`src/rtl/aes_pkg.sv`:
```
// aes_pkg: shared widths, requester ids and the SubBytes issue tag
package aes_pkg;
  localparam int DATA_LEN = 128;
  localparam int WORD_LEN = 32;
  typedef enum logic {REQ_RND = 1'b0, REQ_KEY = 1'b1} req_e;
  typedef struct packed {
    logic valid;
    req_e id;
  } tag_t;
endpackage

```
`src/rtl/aes_subbytes_arbiter_if.sv`:
```
// aes_subbytes_arbiter_if: round/key request-result handshakes plus the SubBytes issue/return bus
interface aes_subbytes_arbiter_if;
  import aes_pkg::*;
  logic                rnd_valid_in, rnd_ready_out, rnd_valid_out, rnd_ready_in;
  logic [DATA_LEN-1:0] rnd_data_in, rnd_data_out;
  logic                key_valid_in, key_ready_out, key_valid_out, key_ready_in;
  logic [WORD_LEN-1:0] key_data_in, key_data_out;
  logic                sb_valid, sb_valid_ret;
  logic [DATA_LEN-1:0] sb_data, sb_data_ret;
  logic                busy_out, err_out;
  modport slave (
    input  rnd_valid_in, rnd_data_in, rnd_ready_in, key_valid_in, key_data_in, key_ready_in,
           sb_valid_ret, sb_data_ret,
    output rnd_ready_out, rnd_valid_out, rnd_data_out, key_ready_out, key_valid_out, key_data_out,
           sb_valid, sb_data, busy_out, err_out
  );
  modport master (
    output rnd_valid_in, rnd_data_in, rnd_ready_in, key_valid_in, key_data_in, key_ready_in,
           sb_valid_ret, sb_data_ret,
    input  rnd_ready_out, rnd_valid_out, rnd_data_out, key_ready_out, key_valid_out, key_data_out,
           sb_valid, sb_data, busy_out, err_out
  );
endinterface

```
`src/rtl/aes_sb_tag_pipe.sv`:
```
// aes_sb_tag_pipe: SBOX_LAT-deep tag shift register aligned with the SubBytes return
module aes_sb_tag_pipe
  import aes_pkg::*;
#(
  parameter int SBOX_LAT = 1
) (
  input  logic clk,
  input  logic reset,
  input  tag_t tag_i,
  output tag_t tag_o
);
  tag_t pipe_q [SBOX_LAT];
  always_ff @(posedge clk or posedge reset) begin
    if (reset) begin
      for (int i = 0; i < SBOX_LAT; i++) pipe_q[i] <= '0;
    end else begin
      pipe_q[0] <= tag_i;
      for (int i = 1; i < SBOX_LAT; i++) pipe_q[i] <= pipe_q[i-1];
    end
  end
  assign tag_o = pipe_q[SBOX_LAT-1];
endmodule

```
`src/rtl/aes_subbytes_arbiter.sv`:
```
// aes_subbytes_arbiter: round-robin sharing of one SubBytes unit between round and key paths
module aes_subbytes_arbiter
  import aes_pkg::*;
#(
  parameter int SBOX_LAT = 1
) (
  input  logic clk,
  input  logic reset,
  aes_subbytes_arbiter_if.slave bus
);
  logic                out_rnd_q, out_rnd_d, out_key_q, out_key_d;
  logic                rnd_vo_q, rnd_vo_d, key_vo_q, key_vo_d, err_q, err_d;
  logic [DATA_LEN-1:0] rnd_data_q, rnd_data_d;
  logic [WORD_LEN-1:0] key_data_q, key_data_d;
  req_e                last_q, last_d;
  logic                elig_rnd, elig_key, gnt_rnd, gnt_key, hit_rnd, hit_key, hs_rnd, hs_key;
  tag_t                tag_in, tag_ret;
  assign elig_rnd = bus.rnd_valid_in & ~out_rnd_q;
  assign elig_key = bus.key_valid_in & ~out_key_q;
  // a tie goes to whoever was not granted last
  assign gnt_rnd  = elig_rnd & (~elig_key | last_q == REQ_KEY);
  assign gnt_key  = elig_key & ~gnt_rnd;
  assign tag_in   = '{valid: gnt_rnd | gnt_key, id: gnt_key ? REQ_KEY : REQ_RND};
  aes_sb_tag_pipe #(.SBOX_LAT(SBOX_LAT)) u_tag_pipe (
    .clk  (clk),
    .reset(reset),
    .tag_i(tag_in),
    .tag_o(tag_ret)
  );
  assign hit_rnd = bus.sb_valid_ret & tag_ret.valid & tag_ret.id == REQ_RND;
  assign hit_key = bus.sb_valid_ret & tag_ret.valid & tag_ret.id == REQ_KEY;
  assign hs_rnd  = rnd_vo_q & bus.rnd_ready_in;
  assign hs_key  = key_vo_q & bus.key_ready_in;
  always_comb begin
    out_rnd_d  = gnt_rnd | (out_rnd_q & ~hs_rnd);
    out_key_d  = gnt_key | (out_key_q & ~hs_key);
    rnd_vo_d   = hit_rnd | (rnd_vo_q & ~hs_rnd);
    key_vo_d   = hit_key | (key_vo_q & ~hs_key);
    rnd_data_d = hit_rnd ? bus.sb_data_ret : rnd_data_q;
    key_data_d = hit_key ? bus.sb_data_ret[WORD_LEN-1:0] : key_data_q;
    last_d     = tag_in.valid ? tag_in.id : last_q;
    err_d      = err_q | (tag_ret.valid ^ bus.sb_valid_ret);
  end
  always_ff @(posedge clk or posedge reset) begin
    if (reset) begin
      out_rnd_q  <= 1'b0;
      out_key_q  <= 1'b0;
      rnd_vo_q   <= 1'b0;
      key_vo_q   <= 1'b0;
      rnd_data_q <= '0;
      key_data_q <= '0;
      last_q     <= REQ_KEY;
      err_q      <= 1'b0;
    end else begin
      out_rnd_q  <= out_rnd_d;
      out_key_q  <= out_key_d;
      rnd_vo_q   <= rnd_vo_d;
      key_vo_q   <= key_vo_d;
      rnd_data_q <= rnd_data_d;
      key_data_q <= key_data_d;
      last_q     <= last_d;
      err_q      <= err_d;
    end
  end
  assign bus.rnd_ready_out = gnt_rnd;
  assign bus.key_ready_out = gnt_key;
  assign bus.rnd_valid_out = rnd_vo_q;
  assign bus.key_valid_out = key_vo_q;
  assign bus.rnd_data_out  = rnd_data_q;
  assign bus.key_data_out  = key_data_q;
  assign bus.sb_valid      = tag_in.valid;
  assign bus.sb_data       = gnt_rnd ? bus.rnd_data_in : gnt_key ? DATA_LEN'(bus.key_data_in) : '0;
  assign bus.busy_out      = out_rnd_q | out_key_q;
  assign bus.err_out       = err_q;
endmodule

```
`src/flat_wrapper.sv`:
```
// flat-port wrapper written by rule: the top's interface ports become plain ports
module aes_subbytes_arbiter_flat import aes_pkg::*;
#(
  parameter int SBOX_LAT = 1
)
  (clk, reset, bus_rnd_valid_in, bus_rnd_data_in, bus_rnd_ready_in, bus_key_valid_in, bus_key_data_in, bus_key_ready_in, bus_sb_valid_ret, bus_sb_data_ret, bus_rnd_ready_out, bus_rnd_valid_out, bus_rnd_data_out, bus_key_ready_out, bus_key_valid_out, bus_key_data_out, bus_sb_valid, bus_sb_data, bus_busy_out, bus_err_out);
  aes_subbytes_arbiter_if bus_i ();
  input  logic clk;
  input  logic reset;
  input wire logic [$bits(bus_i.rnd_valid_in)-1:0] bus_rnd_valid_in;
  input wire logic [$bits(bus_i.rnd_data_in)-1:0] bus_rnd_data_in;
  input wire logic [$bits(bus_i.rnd_ready_in)-1:0] bus_rnd_ready_in;
  input wire logic [$bits(bus_i.key_valid_in)-1:0] bus_key_valid_in;
  input wire logic [$bits(bus_i.key_data_in)-1:0] bus_key_data_in;
  input wire logic [$bits(bus_i.key_ready_in)-1:0] bus_key_ready_in;
  input wire logic [$bits(bus_i.sb_valid_ret)-1:0] bus_sb_valid_ret;
  input wire logic [$bits(bus_i.sb_data_ret)-1:0] bus_sb_data_ret;
  output wire logic [$bits(bus_i.rnd_ready_out)-1:0] bus_rnd_ready_out;
  output wire logic [$bits(bus_i.rnd_valid_out)-1:0] bus_rnd_valid_out;
  output wire logic [$bits(bus_i.rnd_data_out)-1:0] bus_rnd_data_out;
  output wire logic [$bits(bus_i.key_ready_out)-1:0] bus_key_ready_out;
  output wire logic [$bits(bus_i.key_valid_out)-1:0] bus_key_valid_out;
  output wire logic [$bits(bus_i.key_data_out)-1:0] bus_key_data_out;
  output wire logic [$bits(bus_i.sb_valid)-1:0] bus_sb_valid;
  output wire logic [$bits(bus_i.sb_data)-1:0] bus_sb_data;
  output wire logic [$bits(bus_i.busy_out)-1:0] bus_busy_out;
  output wire logic [$bits(bus_i.err_out)-1:0] bus_err_out;
  assign bus_i.rnd_valid_in = bus_rnd_valid_in;
  assign bus_i.rnd_data_in = bus_rnd_data_in;
  assign bus_i.rnd_ready_in = bus_rnd_ready_in;
  assign bus_i.key_valid_in = bus_key_valid_in;
  assign bus_i.key_data_in = bus_key_data_in;
  assign bus_i.key_ready_in = bus_key_ready_in;
  assign bus_i.sb_valid_ret = bus_sb_valid_ret;
  assign bus_i.sb_data_ret = bus_sb_data_ret;
  assign bus_rnd_ready_out = bus_i.rnd_ready_out;
  assign bus_rnd_valid_out = bus_i.rnd_valid_out;
  assign bus_rnd_data_out = bus_i.rnd_data_out;
  assign bus_key_ready_out = bus_i.key_ready_out;
  assign bus_key_valid_out = bus_i.key_valid_out;
  assign bus_key_data_out = bus_i.key_data_out;
  assign bus_sb_valid = bus_i.sb_valid;
  assign bus_sb_data = bus_i.sb_data;
  assign bus_busy_out = bus_i.busy_out;
  assign bus_err_out = bus_i.err_out;
  aes_subbytes_arbiter #(.SBOX_LAT(SBOX_LAT)) u_core (.clk(clk), .reset(reset), .bus(bus_i));
endmodule
```
`config.mk`:
```
export PLATFORM = sky130hd
export DESIGN_NAME = aes_subbytes_arbiter_flat
export DESIGN_NICKNAME = d
export VERILOG_FILES = /design/src/rtl/aes_pkg.sv /design/src/rtl/aes_subbytes_arbiter_if.sv /design/src/rtl/aes_sb_tag_pipe.sv /design/src/rtl/aes_subbytes_arbiter.sv /design/src/flat_wrapper.sv
export SDC_FILE = /design/constraint.sdc
export NUM_CORES = 1
export LEC_CHECK = 0
export CAP_MARGIN = 25
export CORE_AREA = 4 4 225 227
export DETAILED_ROUTE_END_ITERATION = 16
export DIE_AREA = 0 0 229 231
export PLACE_DENSITY = 0.41
export SLEW_MARGIN = 20
export SYNTH_ARGS = -nofsm -noshare
export SYNTH_HDL_FRONTEND = slang
export SYNTH_SLANG_ARGS = --single-unit
```
`constraint.sdc`:
```
create_clock -name clk -period 11.3 [get_ports clk]
set_input_delay 2.26 -clock clk [delete_from_list [all_inputs] [get_ports clk]]
set_output_delay 2.26 -clock clk [all_outputs]
set_load 0.02 [all_outputs]
```
==> results.json, run 1 <==
{
  "fin_util": 0.3056,
  "ctsHoldBuffers": 0,
  "finalCritPeriodShare": 0.6518,
  "vias_per_cell": 4.048,
  "synth_seq_cells": 168,
  "dp_slack_ns": 3.943,
  "synth_ff_type": "dfrtp_1",
  "relSlewSlack": 0.3766,
  "clock_skew_ns": 0.009544,
  "criticalPathCategory": "input port to primary output",
  "clockRootBuffer": "clkbuf_16",
  "ant_nets": 0,
  "dieArea_um2": 52900,
  "crit_path_max_fanout": 81,
  "p_per_area_nw_per_um2": 250.0,
  "total_leakage_power_nw": 6.047,
  "timing.hold.ws_ns": 0.4814,
  "worstPathRequired_ns": 9.04,
  "synth_edf_count": 0,
  "clkSinkCount": 168,
  "crit_start": "bus_key_valid_in",
  "start_kind": "input port",
  "clk_latency_ns": 0.44,
  "holdCritPathClass": "register to register",
  "clk_path_buf_depth": 2,
  "yosysUniqueCellTypes": 28,
  "rsz0062_at_grt": "false",
  "regToRegEndpoint": "u_core.bus.rnd_data_out[66]$_DFFE_PP0P_",
  "syn_to_final_growth_pct": 91.55,
  "power_mw": 3.716,
  "ir_drop_mv": 0.06988,
  "grtUsageTotal": 0.1585,
  "status": "finished clean",
  "synth-warning-count": 0,
  "placed_area_um2": 14280,
  "clkTransAtPathRegs_ns": 0.06,
  "rr_worst_depth": 5,
  "grt_pass1_wl_um": 60570,
  "tritoncts": "yes",
  "port_buffers": 589,
  "dp_hpwl_um": 35560,
  "start_util": 0.1595,
  "worstPathArrival_ns": 5.10,
  "cts_max_level": 4,
  "netlist_area_um2": 7760,
  "place_congestion": 0.9114,
  "placed_cells": 1769,
  "gr-total-overflow": 0,
  "cts_setup_buffers": 0,
  "n_fill_cell": 5093,
  "drc": 0,
  "worst_slew_pin_slew_ns": 0.9351,
  "tns_ns": 0,
  "finalMaxSlewViolations": 0,
  "grt_max_degree": 95,
  "antenna_found_initial": 6,
  "ys_seq_area_frac": 0.5419,
  "syn_inst": 607,
  "drtPass1Iterations": 5,
  "num_io_pins": 590,
  "rrSetupSlack_ns": 8.82,
  "synthArstFlopShare": 1.000,
  "hold_depth": 1,
  "dr_total_vias": 7303,
  "fin_ws_ns": 3.935,
  "final_common_cell": "clkdlybuf4s50_1",
  "finalHoldViolCount": 0,
  "synth.avg_cell_area_um2": 12.78,
  "die_w_um": 229,
  "period_needed_ns": 7.365,
  "grt_pass1_vias": 8106,
  "routedWlPerCell_um": 24.06,
  "die_y_um": 231,
  "min_to": "u_core.bus.err_out$_DFF_PP0_",
  "maxCapViolations": 0,
  "cts_buffers": 17,
  "rows": 81,
  "setup_viol": 0,
  "reg2reg_from": "u_core.u_tag_pipe.tag_o[1]$_DFF_PP0_",
  "synth_nets": 903,
  "final_cells": 1804,
  "cp-end-kind": "primary output",
  "cts_resized": 0,
  "routed_wl_um": 43400,
  "min-delay-start": "u_core.bus.err_out$_DFF_PP0_",
  "drt_iter0_drc": 260,
  "final_cell_mix": "589 x clkdlybuf4s50_1, 166 x dfrtp_1, 160 x mux2_2",
  "final_nets": 1463,
  "design_area_um2": 14860,
  "drive_gt1_frac": 0.1822,
  "core_um2": 48650,
  "max_freq_ghz": 0.1358
}
where the power goes:
| group | switching, mW | total, mW | internal (mW) | leakage, nW |
|---|---|---|---|---|
| Combinational | 1.00 | 2.07 | 1.07 | 3.76 |
| Clock | 0.258 | 0.571 | 0.312 | 0.272 |
| Sequential | 0.169 | 1.07 | 0.903 | 2.01 |
final cells by class:
| class | instances | area, µm² | area share |
|---|---|---|---|
| Antenna cell | 2 | 5.005 | 0.0003367 |
| Clock buffer | 20 | 446.7 | 0.03005 |
| Clock inverter | 12 | 116.4 | 0.007828 |
| Inverter | 4 | 20.02 | 0.001347 |
| Multi-Input combinational cell | 374 | 3247 | 0.2184 |
| Sequential cell | 168 | 4207 | 0.2830 |
| Tap cell | 622 | 778.2 | 0.05236 |
| Timing Repair Buffer | 602 | 6045 | 0.4066 |
cells by family (layout without fill, tap and decap cells):
group / Yosys count / after routing / share of synthesized area
AO/OA/AOI/OAI: 37 / 37 / 0.02999
adder cells (fa/ha/maj): 1 / 1 / 0.001612
buffers and inverters: 65 / 638 / 0.04240
flip-flops: 168 / 168 / 0.5419
multiplexers: 160 / 160 / 0.2322
other: 0 / 2 / 0
AND/OR/NAND/NOR: 176 / 176 / 0.1519
metal layers:
metal	GRT usage	share of wire
met5	0	0.00046
met4	0.06238	0.037
met3	0.06663	0.091
met2	0.3130	0.56
met1	0.1407	0.31
flip-flops by register name, summed over array words and instances (netlist names):
| name | cells |
|---|---|
| u_core.bus.rnd_data_out | 128 |
| u_core.bus.key_data_out | 32 |
| u_core.u_tag_pipe.tag_o | 2 |
| u_core.bus.err_out | 1 |
| u_core.bus.key_valid_out | 1 |
| u_core.bus.rnd_valid_out | 1 |
| u_core.last_q | 1 |
| u_core.out_key_q | 1 |
| u_core.out_rnd_q | 1 |
synthesized netlist by cell type (2+ instances only):
master    instances  area share
buf_6             5      0.0073
and3_1           96       0.077
dfrtp_1         167        0.54
o22ai_1          32       0.026
nand3b_1         64       0.062
mux2_2          160        0.23
o21ai_0           2      0.0013
nand2_1           4      0.0019
nand2b_1          3      0.0024
inv_1             4      0.0019
nor2_1            2     0.00097
or2_2             2      0.0016
buf_1             2     0.00097
buf_4             4      0.0039
buf_2            16       0.010
clkbuf_1         32       0.015
worst max-delay path: stages:
cell	delay, ns
clkdlybuf4s50_1	0.46
buf_4	0.35
or3b_2	0.65
buf_4	0.39
and3_1	0.31
clkdlybuf4s50_1	0.66
how the worst max path moves through the flow:
stage | endpoint | cells after the start | slack [ns]
floorplan | u_core.bus.err_out$_DFF_PP0_ | 1 | 4.49
global placement | bus_sb_data[30] | 5 | 3.58
detailed placement | bus_sb_data[48] | 6 | 3.94
CTS | bus_sb_data[47] | 6 | 3.94
global route | bus_sb_data[47] | 6 | 3.86
finish | bus_sb_data[66] | 6 | 3.94
Note: power is estimated with default switching activity, not from simulation.
==> run 2: changes to the inputs <==
PLACE_DENSITY = 0.43   (was 0.41)
clock period = 6.05 ns   (was 11.3 ns; I/O delays follow)
==> results.json, run 2 (synthesis gave the netlist of run 1 again) <==
{
  "routedWlPerCell_um": 23.61,
  "cts_max_level": 4,
  "dieArea_um2": 52900,
  "cp_cell_sequence": "clkdlybuf4s50_1, and2b_2, buf_4, and3_1, clkdlybuf4s50_1",
  "antenna_found_initial": 9,
  "dp_slack_ns": 0.9167,
  "num_io_pins": 590,
  "drc": 0,
  "hold_depth": 1,
  "internal_power_mw": 4.390,
  "rows": 81,
  "clockPowerShare": 0.164,
  "power_switching_share": 0.3766,
  "rr_worst_depth": 4,
  "drt_iter0_drc": 275,
  "power_switching_mw": 2.653,
  "finalMaxSlewViolations": 0,
  "slowest_delay_ns": 0.77,
  "place_congestion": 0.9457,
  "final_nets": 1464,
  "path_delay_family": "buffers and inverters",
  "min-delay-start": "u_core.bus.err_out$_DFF_PP0_",
  "start_util": 0.1595,
  "die_w_um": 229,
  "die_y_um": 231,
  "finalHoldViolCount": 0,
  "setup_viol": 0,
  "clkSinkCount": 168,
  "finalCritPeriodShare": 0.8449,
  "reg2reg_from": "u_core.out_key_q$_DFF_PP0_",
  "ctsHoldBuffers": 0,
  "final_common_cell": "clkdlybuf4s50_1",
  "rrSetupSlack_ns": 3.98,
  "drive_gt1_frac": 0.1815,
  "grt_pass1_wl_um": 59370,
  "cts_buffers": 17,
  "maxCapViolations": 0,
  "max_freq_ghz": 0.1956,
  "cpMostUsedCell": "clkdlybuf4s50_1",
  "regToRegEndpoint": "u_core.out_rnd_q$_DFF_PP0_",
  "cts_setup_buffers": 0,
  "holdCritPathClass": "register to register",
  "fin_ws_ns": 0.9382,
  "dr_total_vias": 7307,
  "routed_wl_um": 42690,
  "final_cell_mix": "589 x clkdlybuf4s50_1, 167 x dfrtp_1, 160 x mux2_2",
  "crit_cells": 5,
  "gr-total-overflow": 0,
  "power_frac_comb": 0.554,
  "tritoncts": "yes",
  "cp-end-kind": "primary output",
  "crit_path_max_fanout": 41,
  "grt_max_degree": 104,
  "grtUsageTotal": 0.1558,
  "cts_resized": 0,
  "port_buffers": 589,
  "p_seq_frac": 0.282,
  "worstPathArrival_ns": 3.90,
  "start_kind": "input port",
  "period_needed_ns": 5.112,
  "cpMaxStageDelayCell": "clkdlybuf4s50_1",
  "vias_per_cell": 4.041,
  "clk_path_buf_depth": 2,
  "largest_register_ffs": 128,
  "clkTransAtPathRegs_ns": 0.06,
  "clock_skew_ns": 0.006850,
  "dp_hpwl_um": 34880,
  "tns_ns": 0,
  "ir_drop_mv": 0.1759,
  "rsz0062_at_grt": "false",
  "status": "finished clean",
  "drtPass1Iterations": 4,
  "worstPathRequired_ns": 4.84,
  "path_buf_inv": 3,
  "p_per_area_nw_per_um2": 470.8,
  "min_to": "u_core.bus.err_out$_DFF_PP0_",
  "core_um2": 48650,
  "clockRootBuffer": "clkbuf_16",
  "grt_pass1_vias": 7909,
  "worst_slew_pin_slew_ns": 0.8251,
  "relSlewSlack": 0.4499,
  "syn_to_final_growth_pct": 92.81,
  "criticalPathCategory": "input port to primary output",
  "ant_nets": 0,
  "total_leakage_power_nw": 6.085,
  "clk_latency_ns": 0.45
}
## run 2: changes by cell type in the layout (fill, tap and decap cells not counted), sizes merged
cell,change
clkinvlp,+2
bufinv,+2
diode,+5
clkinv,-4
inv,-2
buf,+1
## run 2: area by class of cell
cell class                 count  area (µm²)
tap                          622       778.2
fill                        5022       33680
clock buffer                  20       466.7
multi-input combinational    374        3246
sequential                   168        4205
antenna                        7       17.52
clock inverter                10       142.6
inverter                       4       20.02
timing repair buffer         603        6086
## run 2: how the worst max path moves through the flow
stage                     startpoint                            to  slack (ns)
floorplan                      reset  u_core.bus.err_out$_DFF_PP0_        0.29
global placement    bus_key_valid_in               bus_sb_data[92]        0.93
detailed placement  bus_key_valid_in               bus_sb_data[92]        0.92
CTS                 bus_key_valid_in               bus_sb_data[92]        0.91
global route        bus_rnd_valid_in               bus_sb_data[55]        0.78
finish              bus_rnd_valid_in               bus_sb_data[38]        0.94
## run 2: layer usage
metal / share of wire / routed length [µm] / track usage
met1: 0.33 / 13990 / 0.1450
met2: 0.52 / 22300 / 0.2803
met3: 0.10 / 4406 / 0.07675
met4: 0.046 / 1985 / 0.08273
met5: 0.00030 / 13 / 0
## run 2: through the flow
stage	total power [mW]	util	instances	hold WS, ns	area (µm²)
6_report	7.043	0.3076	1808	0.4822	14960
2_1_floorplan	3.882	-	607	0.4581	7760
5_1_grt	7.410	0.3075	1806	0.4892	14960
4_1_cts	7.135	0.3061	1799	0.4823	14890
3_3_place_gp	5.909	0.2930	1768	0.4530	14250
3_5_place_dp	5.938	0.2935	1769	0.4549	14280
## run 2: power groups by stage
stage          logic, mW  clock network (mW)  registers (mW)
2_1_floorplan       1.23                   0            2.65
3_3_place_gp        3.88                   0            2.03
3_5_place_dp        3.89                   0            2.05
4_1_cts             3.89                1.21            2.03
5_1_grt             4.10                1.25            2.06
6_report            3.90                1.16            1.98
## run 2: worst reg2reg max path: cells and delay by family, from the launching register on
family          cells  cell delay, ns
buf+inv             2            0.58
flops               1            0.54
simple gates        1            0.47
compound gates      1            0.38
==> run 3: changes to the inputs <==
PLACE_DENSITY = 0.41   (was 0.43)
clock period = 5.15 ns   (was 6.05 ns; I/O delays follow)
==> results.json, run 3 (synthesis gave the netlist of run 1 again) <==
{
  "clockPowerShare": 0.158,
  "holdCritPathClass": "register to register",
  "routed_wl_um": 39450,
  "syn_to_final_growth_pct": 91.81,
  "gr-total-overflow": 0,
  "status": "finished clean",
  "drive_gt1_frac": 0.2073,
  "finalHoldViolCount": 0,
  "final_cell_mix": "553 x clkdlybuf4s50_1, 167 x dfrtp_1, 160 x mux2_2",
  "setup_viol": 0,
  "largest_register_ffs": 128,
  "final_common_cell": "clkdlybuf4s50_1",
  "criticalPathCategory": "input port to primary output",
  "routedWlPerCell_um": 21.93,
  "grt_pass1_vias": 7897,
  "ant_nets": 0,
  "place_congestion": 0.8169,
  "num_io_pins": 590,
  "clockRootBuffer": "clkbuf_16",
  "design_area_um2": 14880,
  "cts_setup_buffers": 0,
  "p_per_area_nw_per_um2": 549.2,
  "clk_path_buf_depth": 2,
  "start_util": 0.1595,
  "tns_ns": 0,
  "cts_buffers": 17,
  "internal_power_mw": 5.071,
  "period_needed_ns": 4.390,
  "total_leakage_power_nw": 6.136,
  "finalCritPeriodShare": 0.8525,
  "die_y_um": 231,
  "dp_hpwl_um": 31720,
  "worst_slew_pin_slew_ns": 0.9637,
  "tritoncts": "yes",
  "clk_latency_ns": 0.45,
  "max_freq_ghz": 0.2278,
  "cts_max_level": 4,
  "grtUsageTotal": 0.1442,
  "dr_total_vias": 7196,
  "power_switching_mw": 3.103,
  "antenna_found_initial": 6,
  "port_buffers": 589,
  "vias_per_cell": 4.000,
  "core_um2": 48650,
  "p_seq_frac": 0.287,
  "start_kind": "input port",
  "clkSinkCount": 168,
  "relSlewSlack": 0.3576,
  "cp-end-kind": "primary output",
  "rsz0062_at_grt": "false",
  "worstPathRequired_ns": 4.12,
  "placed_area_um2": 14310,
  "crit_path_max_fanout": 97,
  "finalMaxSlewViolations": 0,
  "drt_iter0_drc": 202,
  "power_frac_comb": 0.556,
  "drc": 0,
  "rows": 81,
  "clock_skew_ns": 0.01138,
  "maxCapViolations": 0,
  "rr_worst_depth": 4,
  "ctsHoldBuffers": 0,
  "power_switching_share": 0.3797,
  "drtPass1Iterations": 4,
  "grt_pass1_wl_um": 56350,
  "fin_util": 0.3060,
  "grt_max_degree": 169,
  "antenna_cells": 0,
  "final_nets": 1460,
  "cts_resized": 0,
  "ir_drop_mv": 0.1929,
  "clkTransAtPathRegs_ns": 0.07,
  "worstPathArrival_ns": 3.36,
  "die_w_um": 229,
  "dieArea_um2": 52900,
  "hold_depth": 1
}
run 3: changes by cell type in the layout (fill, tap and decap cells not counted), moves of 2 or more:
cell             change
clkdlybuf4s50_1     -36
diode_2              -7
clkbuf_8             -2
buf_12              +12
buf_4               +23
clkbuf_1             +4
buf_16               -3
run 3: worst paths after layout:
path	from	endpoint	slack (ns)
max	bus_key_valid_in	bus_sb_data[73]	0.76
min	u_core.bus.err_out$_DFF_PP0_	u_core.bus.err_out$_DFF_PP0_	0.48
max reg2reg	u_core.u_tag_pipe.tag_o[1]$_DFF_PP0_	u_core.bus.rnd_data_out[30]$_DFFE_PP0P_	3.17
min reg2reg	u_core.bus.err_out$_DFF_PP0_	u_core.bus.err_out$_DFF_PP0_	0.48
max in group asynchronous	reset	u_core.bus.rnd_valid_out$_DFF_PP0_	3.23
min in group asynchronous	reset	u_core.bus.rnd_data_out[119]$_DFFE_PP0P_	1.23
run 3: power by group through the flow:
stage,Clock (mW),Combinational (mW),Sequential (mW)
3_3_place_gp,0,4.63,2.36
3_5_place_dp,0,4.63,2.38
4_1_cts,1.36,4.64,2.36
2_1_floorplan,0,1.44,3.12
6_report,1.29,4.54,2.34
5_1_grt,1.40,4.78,2.44
run 3: through the flow:
stage / setup slack, ns / hold slack (ns) / power [mW] / std cells
6_report: 0.7597 / 0.4813 / 8.174 / 1799
5_1_grt: 0.5904 / 0.5017 / 8.615 / 1799
4_1_cts: 0.7279 / 0.4831 / 8.350 / 1799
3_5_place_dp: 0.7284 / 0.4508 / 7.013 / 1767
3_3_place_gp: 0.7465 / 0.4563 / 6.983 / 1767
2_1_floorplan: 1.980 / 0.4581 / 4.560 / 607
run 3: layer usage:
| layer | GRT usage | part of all wire | vias up |
|---|---|---|---|
| met5 | 0 | 0.0014 | - |
| met4 | 0.04393 | 0.025 | 10 |
| met3 | 0.07021 | 0.10 | 38 |
| met2 | 0.2658 | 0.53 | 369 |
| met1 | 0.1427 | 0.35 | 3471 |
| li1 | - | - | 3308 |
run 3: layout make-up:
| type | count | area (µm²) |
|---|---|---|
| Fill cell | 5075 | 33760 |
| Clock buffer | 22 | 454.2 |
| Inverter | 4 | 18.77 |
| Sequential cell | 168 | 4205 |
| Timing Repair Buffer | 599 | 6056 |
| Clock inverter | 10 | 118.9 |
| Tap cell | 622 | 778.2 |
| Multi-Input combinational cell | 374 | 3253 |
run 3: worst max-delay path, cell delays in order:
cell,delay [ns]
clkdlybuf4s50_1,0.50
or3b_4,0.87
and3_1,0.25
clkdlybuf4s50_1,0.66
==> RTL change (config.mk and constraints of run 1) <==
Make the reset (`reset`) synchronous in 2 clocked blocks.
--- a/src/rtl/aes_sb_tag_pipe.sv
+++ b/src/rtl/aes_sb_tag_pipe.sv
@@ -11,5 +11,5 @@
 );
   tag_t pipe_q [SBOX_LAT];
-  always_ff @(posedge clk or posedge reset) begin
+  always_ff @(posedge clk) begin
     if (reset) begin
       for (int i = 0; i < SBOX_LAT; i++) pipe_q[i] <= '0;
--- a/src/rtl/aes_subbytes_arbiter.sv
+++ b/src/rtl/aes_subbytes_arbiter.sv
@@ -42,5 +42,5 @@
     err_d      = err_q | (tag_ret.valid ^ bus.sb_valid_ret);
   end
-  always_ff @(posedge clk or posedge reset) begin
+  always_ff @(posedge clk) begin
     if (reset) begin
       out_rnd_q  <= 1'b0;
Formal check against the unedited RTL: differs if reset is asserted again (counterexample within 4 cycles, from zero or initial values and one cycle with reset high); with reset held inactive, the same outputs for 4 cycles.
==> RTL change against run 1 <==
- final cell count up 14%
- die area stayed put
- core utilization fell by 2.1 points
- worst setup slack better by 270 ps
- wire length increased by 12%
- final area fell by 6.9%
- via count grew 9.3%
- area after synthesis down 12%
- sequential cell count stayed put
- worst hold slack got worse by 30 ps
- fmax up 3.9%
- first-iteration DRC count grew 37%
Power is not compared: it rests on default switching activity, and its combinational part moved more than twofold at a synthesized area within 25%.
==> RTL change: results (changes against run 1) <==
* Worst hold slack at 452 ps (-29.8 ps)
* Top cells by area, synth: dfxtp_1 50%, nand2_1 18%, a21oi_1 12%, and2_1 8.9%, a22o_1 4.1%
* Synth Area in Compound Gates at 17.1% (+14 points)
* Async set or reset register ratio after synthesis at 0% (-100 points)
* Largest net degree at the start of global routing at 131 (+38%)
* R2R setup slack at 8880 ps (+60 ps)
* Global-route wire length before repair at 65,600 microns (+8.3%)
* Synthesized Nets at 1,169 (+29%)
* Ys flop type: dfxtp_1
* Synth Area in Adders at 0.184% (+0.023 points)
* Worst setup path end: bus_sb_data[29]
* M3 GR Usage at 7.61% (+0.95 points)
* Sequential area share after synthesis at 49.5% (-4.7 points)
* Post-Place Cells at 2,020 (+14%)
* Final WS setup at 4210 ps (+274 ps)
* R2r endpoint: u_core.bus.rnd_data_out[67]$_SDFFE_PP0P_
* CP Data Arrival Time at 4830 ps (-270 ps)
* Hold path start: u_core.bus.rnd_data_out[107]$_SDFFE_PP0P_
* Worst r2r path cells at 7 (+2)
* Iter 0 DRT Violations at 356 (+37%)
* DP HPWL at 39,800 microns (+12%)
* Synth cell count leaders: 322 x nand2_1, 168 x dfxtp_1, 164 x a21oi_1, 97 x and2_1, 44 x buf_2
* Final #Nets at 1,713 (+17%)
* Routed WL at 48,500 microns (+12%)
* Run status: finished clean
* Met2 Use GR at 36.7% (+5.4 points)
* Max stage delay on crit path at 700 ps (+40 ps)
* Final Skew at 8.03 ps (-1.52 ps)
* DP Worst Slack at 3940 ps (-3.80 ps)
* First-pass DRT Iterations at 4 (-1)
* Mux cell area share after synthesis at 0% (-23 points)
* M1 GR Usage at 13.7% (-0.36 points)
* Crit Reg-Reg Startpoint: u_core.u_tag_pipe.pipe_q[0][1]$_SDFF_PP0_
* Vias in the first global route at 8,491 (+4.7%)
* Layout cells sized above 1 at 3.43% (-15 points)
* Crit path from: bus_rnd_valid_in
* Fill cell count at 5,337 (+4.8%)
* Placer Congestion at 0.930 (+2.1%)
* Count of cell types in the netlist at 24 (-14%)
* Mean Syn Cell Area at 7.78 sq um (-39%)
-- RTL change: changes by cell type after synthesis, sizes merged, moves of 96 or more --
cell | run 1 | this run
and3 | 96 | 0
a21oi | 1 | 164
dfxtp | 0 | 168
mux2 | 160 | 0
dfrtp | 167 | 0
nand2 | 4 | 322
and2 | 0 | 97
-- RTL change: area by class of cell --
type / count / share of cell area, %
inverters: 1 / 0.0271
clock inverters: 14 / 1.16
clock buffers: 17 / 3.07
multi-input cells: 633 / 22.4
repair buffers: 596 / 43.3
flip-flops and latches: 168 / 24.3
well taps: 622 / 5.62
diodes: 8 / 0.145
-- RTL change: power groups by stage --
stage / Combinational, W / Clock, W / Sequential, W
2_1_floorplan: 0.000151 / 0 / 0.000667
3_3_place_gp: 0.000462 / 0 / 0.000640
3_5_place_dp: 0.000466 / 0 / 0.000641
4_1_cts: 0.000467 / 0.000631 / 0.000628
5_1_grt: 0.000478 / 0.000648 / 0.000631
6_report: 0.000457 / 0.000601 / 0.000628
